===== src/rtl/mem_pkg.sv =====
// mem_pkg: shared access codes, owner encoding and request legality check.
//   ACC_*      : d_access encodings (LB, LH, LW, LBU, LHU)
//   OWN_I/OWN_D: response-tag owner (fetch port / data port)
//   bad_access : 1 when a request is illegal or misaligned and must not reach RAM
package mem_pkg;

    localparam logic [2:0] ACC_LB  = 3'b000;
    localparam logic [2:0] ACC_LH  = 3'b001;
    localparam logic [2:0] ACC_LW  = 3'b010;
    localparam logic [2:0] ACC_LBU = 3'b100;
    localparam logic [2:0] ACC_LHU = 3'b101;

    localparam logic OWN_I = 1'b0;
    localparam logic OWN_D = 1'b1;

    // Size is encoded in acc[1:0]; unsigned variants only exist for loads.
    function automatic logic bad_access(input logic we, input logic [2:0] acc, input logic [1:0] lo);
        logic illegal;
        logic misalign;
        illegal  = !(acc inside {ACC_LB, ACC_LH, ACC_LW, ACC_LBU, ACC_LHU}) || (we && acc[2]);
        misalign = (acc[1:0] == 2'b10 && lo != 2'b00) || (acc[1:0] == 2'b01 && lo[0]);
        return illegal || misalign;
    endfunction

endpackage


===== src/rtl/rr_arb2.sv =====
// rr_arb2: two-way round-robin arbiter with zero-latency one-hot grant.
//   clk, rst : clock, asynchronous active-low reset
//   req[1:0] : requests (bit 0 = data port, bit 1 = fetch port)
//   gnt[1:0] : one-hot grant, same cycle as req
module rr_arb2 (
    input  logic       clk,
    input  logic       rst,
    input  logic [1:0] req,
    output logic [1:0] gnt
);

    // ptr selects the conflict winner by index and toggles only on conflicts.
    logic ptr;

    always_comb gnt = (&req) ? (ptr ? 2'b10 : 2'b01) : req;

    always_ff @(posedge clk or negedge rst)
        if (!rst)
            ptr <= 1'b0;
        else if (&req)
            ptr <= ~ptr;

endmodule


===== src/rtl/mem_arbiter.sv =====
// mem_arbiter: shares one single-port RAM between instruction fetch and data ports.
//   clk, rst                         : clock, asynchronous active-low reset
//   i_req/i_addr -> i_gnt            : fetch request and same-cycle accept
//   i_rvalid/i_rdata/i_err           : fetch response / misalignment pulse, one cycle after grant
//   d_req/d_we/d_access/d_addr/d_wdata -> d_gnt : data request and same-cycle accept
//   d_rvalid/d_rdata/d_err           : load response / rejection pulse, one cycle after grant
//   m_load/m_store/m_access/m_addr/m_wdata, m_rdata : RAM strobes and read data (next cycle)
module mem_arbiter
    import mem_pkg::*;
#(
    parameter int ADDR_W = 32
) (
    input  logic              clk,
    input  logic              rst,
    input  logic              i_req,
    input  logic [ADDR_W-1:0] i_addr,
    output logic              i_gnt,
    output logic              i_rvalid,
    output logic [31:0]       i_rdata,
    output logic              i_err,
    input  logic              d_req,
    input  logic              d_we,
    input  logic [2:0]        d_access,
    input  logic [ADDR_W-1:0] d_addr,
    input  logic [31:0]       d_wdata,
    output logic              d_gnt,
    output logic              d_rvalid,
    output logic [31:0]       d_rdata,
    output logic              d_err,
    output logic              m_load,
    output logic              m_store,
    output logic [2:0]        m_access,
    output logic [ADDR_W-1:0] m_addr,
    output logic [31:0]       m_wdata,
    input  logic [31:0]       m_rdata
);

    logic [1:0] gnt;
    logic       i_bad, d_bad, i_go, d_go;
    logic       rsp_valid, rsp_owner;

    // Requests are masked during reset so the combinational grants stay low.
    rr_arb2 u_arb (
        .clk(clk),
        .rst(rst),
        .req({i_req & rst, d_req & rst}),
        .gnt(gnt)
    );

    always_comb begin
        i_gnt    = gnt[1];
        d_gnt    = gnt[0];
        i_bad    = bad_access(1'b0, ACC_LW, i_addr[1:0]);
        d_bad    = bad_access(d_we, d_access, d_addr[1:0]);
        i_go     = i_gnt & ~i_bad;
        d_go     = d_gnt & ~d_bad;
        m_load   = i_go | (d_go & ~d_we);
        m_store  = d_go & d_we;
        m_access = i_go ? ACC_LW : d_go ? d_access : 3'b000;
        m_addr   = i_go ? i_addr : d_go ? d_addr : '0;
        m_wdata  = d_go ? d_wdata : 32'h0;
        i_rvalid = rsp_valid && rsp_owner == OWN_I;
        d_rvalid = rsp_valid && rsp_owner == OWN_D;
        i_rdata  = i_rvalid ? m_rdata : 32'h0;
        d_rdata  = d_rvalid ? m_rdata : 32'h0;
    end

    // Response tag: only loads that actually reached RAM expect read data back.
    always_ff @(posedge clk or negedge rst)
        if (!rst) begin
            rsp_valid <= 1'b0;
            rsp_owner <= OWN_I;
            i_err     <= 1'b0;
            d_err     <= 1'b0;
        end else begin
            rsp_valid <= m_load;
            rsp_owner <= i_go ? OWN_I : OWN_D;
            i_err     <= i_gnt & i_bad;
            d_err     <= d_gnt & d_bad;
        end

endmodule


===== config.mk =====
export PLATFORM = sky130hd
export DESIGN_NAME = mem_arbiter
export DESIGN_NICKNAME = d
export VERILOG_FILES = /design/src/rtl/mem_pkg.sv /design/src/rtl/rr_arb2.sv /design/src/rtl/mem_arbiter.sv
export SDC_FILE = /design/constraint.sdc
export NUM_CORES = 1
export LEC_CHECK = 0
export ABC_AREA = 1
export ABC_CLOCK_PERIOD_IN_PS = 2000
export CAP_MARGIN = 20
export CELL_PAD_IN_SITES_DETAIL_PLACEMENT = 1
export CELL_PAD_IN_SITES_GLOBAL_PLACEMENT = 2
export CORE_AREA = 2 2 124 126
export CTS_CLUSTER_DIAMETER = 120
export CTS_CLUSTER_SIZE = 30
export DETAILED_ROUTE_END_ITERATION = 8
export DIE_AREA = 0 0 126 128
export PLACE_DENSITY_LB_ADDON = 0.08
export SLEW_MARGIN = 20
export SYNTH_ARGS = -nofsm -noshare
export SYNTH_HDL_FRONTEND = slang
export SYNTH_SLANG_ARGS = --single-unit

===== constraint.sdc =====
create_clock -name clk -period 2 [get_ports clk]
set_input_delay 0.2 -clock clk [delete_from_list [all_inputs] [get_ports clk]]
set_output_delay 0.2 -clock clk [all_outputs]
set_load 0.02 [all_outputs]

==> qor.yml <==
peakVddDrop_mv: 0.168
wl_mm: 10.9
first_pass_iters: 4
tightestPinTransition_ns: 0.287
clk_root_buffer_cell: "clkbuf_16"
area_delta_synth_final_pct: 203
cts_buffers: 3
syn_area_um2: 1460
cp_slowest_stage_delay_ns: 0.50
row_count: 45
synth_area_leaders: "nor2_1 (27%), nand3_1 (23%), inv_1 (20%), nand2_1 (10%), dfrtp_1 (8.6%)"
grt_pass1_vias: 2879
crit_top_cell: "nand2_1"
worstPathCellList: "clkdlybuf4s50_1, nand2_1, a21oi_4, buf_12, buf_4, nand3_1, nand2_1, clkdlybuf4s15_1"
clk_transition_reported_paths_ns: 0.03
syn_area_per_cell_um2: 4.60
grt_max_degree: 37
critPathSlowestCell: "clkdlybuf4s50_1"
yosysMostFrequentCell: "nor2_1"
die_w_um: 126
min_period_ns: 1.91
dp_hpwl_mm: 9.33
yosysTopAreaCell: "nor2_1"
place_congestion: 0.751
dp_slack_ns: -0.310
setup_viol: 0
seq_area_frac_synth_pct: 8.56
clock.fmax_mhz: 522
cap_violations: 0
p_leak_uw: 0.00291
clkSinkCount: 5
dp_cells: 779
worstPathRequired_ns: 1.80
antenna_found_initial: 0
crit_fanout: 4
antenna_left: 0
nets: 734
timing.final.ws_setup_ns: 0.0856
async_flop_share_pct: 100
vias: 2924
grt_usage_pct: 12.3
clock-skew-final_ns: 0.000753
clock_latency_ns: 0.22
final_util_pct: 29.8
ys_ff_latch: 5
portBuffers: 274
fp.dieH_um: 128
hold_class: "primary input to async pin"
criticalPathCategory: "primary input to output pin"
cts_max_level: 1
ys_top_cells_by_count: "nor2_1 (105), inv_1 (76), nand3_1 (66), nand2_1 (40), clkbuf_1 (9)"
slew_headroom_pct: 80.8
clock_tree.buffer_depth: 2
coreArea_um2: 14900
drcViolationCount: 0
vias_per_cell: 3.72
cp.arrival_ns: 1.71
endpoint_kind: "output pin"
grt_pass1_wl_mm: 16.0
syn-instance-count: 318
yosysWarnings: 0
fin_cells: 785
fin_tns_setup_ns: 0
path_buf_inv: 4
synth_edf_count: 0
power_density_nw_per_um2: 290
pin_count: 275
drive_gt1_share_pct: 15.6
status: "complete, no violations"
route.detailed.wl_per_inst_um: 13.8
final-hold-violation-count: 0
die_area_um2: 16100
postCtsHoldBufs: 0
synthesis.nets: 454
cts_tree: "done"
antenna_cells: 0
ys_types: 14
maxSlewViolCount: 0
gr-total-overflow: 0
synth_top_area_share_pct: 27.0
cp-start-kind: "primary input"
drt_iter0_markers: 77
fin_crit_sh_pct: 95.7
initial_core_util_pct: 9.83
synth_ff_type: "dfrtp_1"
crit_family: "buffers and inverters"
-- cells by family (layout without fill, tap and decap cells) --
kind of cell / Yosys count / count (layout) / share of synthesized area [%]
and+or+nand+nor: 214 / 214 / 61.5
buffers and inverters: 97 / 376 / 28.3
DFF: 5 / 5 / 8.56
AOI/OAI and AO/OA: 1 / 1 / 1.11
xor gates and xnor gates: 1 / 1 / 0.599
-- report_power, final --
part	internal, uW	switching, uW	total [uW]
registers	118	18.5	136
clock network	264	61.9	326
logic	439	385	824
total	821	465	1290
-- stage by stage --
| stage | hold WS, ns | power, uW | instance area, um2 |
|---|---|---|---|
| finish | 0.311 | 1290 | 4430 |
| global route | 0.333 | 1370 | 4430 |
| CTS | 0.316 | 1310 | 4460 |
| detailed placement | 0.550 | 1010 | 4540 |
| global placement | 0.541 | 1010 | 4540 |
| floorplan | -0.0956 | 459 | 1460 |
-- sequential cells by signal, summed over array words and instances, names as in the netlist --
register / flops
u_arb.ptr: 1
rsp_valid: 1
i_err: 1
rsp_owner: 1
d_err: 1
-- worst paths after layout --
kind	start	endpoint	slack, ns	depth (start not counted)
min in group clk	u_arb.ptr	u_arb.ptr	0.56	1
setup reg to reg	u_arb.ptr	rsp_valid	0.83	6
max in group asynchronous	rst	u_arb.ptr	1.58	2
hold reg to reg	u_arb.ptr	u_arb.ptr	0.56	1
setup / recovery	rst	m_load	0.09	8
hold / removal	rst	d_err	0.31	2
-- worst register-to-register path: cells and delay by family, from the launching register on --
kind	cells	cell delay, ns
simple gates	2	0.15
flops	1	0.42
compound gates	1	0.18
buf+inv	3	0.36
-- final cells by class --
class	instances	area (um2)
inverter	76	285
clock buffer	4	78.8
timing repair buffer	296	2780
sequential	5	125
fill	1868	10400
multi-input combinational	216	926
tap	188	235
-- what timing repair did --
item | in CTS | in global routing
resized for setup | 182 | 85
setup endpoints to repair | 71 | 75
pin swaps | 0 | 0
buffers inserted | 1 | 1
endpoints found under the hold margin | 0 | 0
-- cell usage in the layout (no fill, tap or decap), types with 4 or more instances in the layout --
| cell type | n |
|---|---|
| nand2_1 | 40 |
| buf_4 | 15 |
| nor2_1 | 104 |
| clkbuf_2 | 28 |
| clkdlybuf4s50_1 | 171 |
| buf_12 | 7 |
| buf_2 | 32 |
| clkdlybuf4s15_2 | 4 |
| nand3_1 | 66 |
| clkdlybuf4s15_1 | 4 |
| inv_1 | 76 |
| dfrtp_1 | 5 |
| dlymetal6s2s_1 | 32 |
-- metal layers --
| metal | vias up | global-route usage, % | share of wire [%] |
|---|---|---|---|
| li1 | 1483 | - | - |
| met1 | 1286 | 13.4 | 38 |
| met2 | 153 | 23.3 | 52 |
| met3 | 2 | 4.17 | 9.9 |
| met4 | 0 | 2.26 | 0.37 |
| met5 | - | 0 | 0 |
Power figures use the tool's default switching activity.
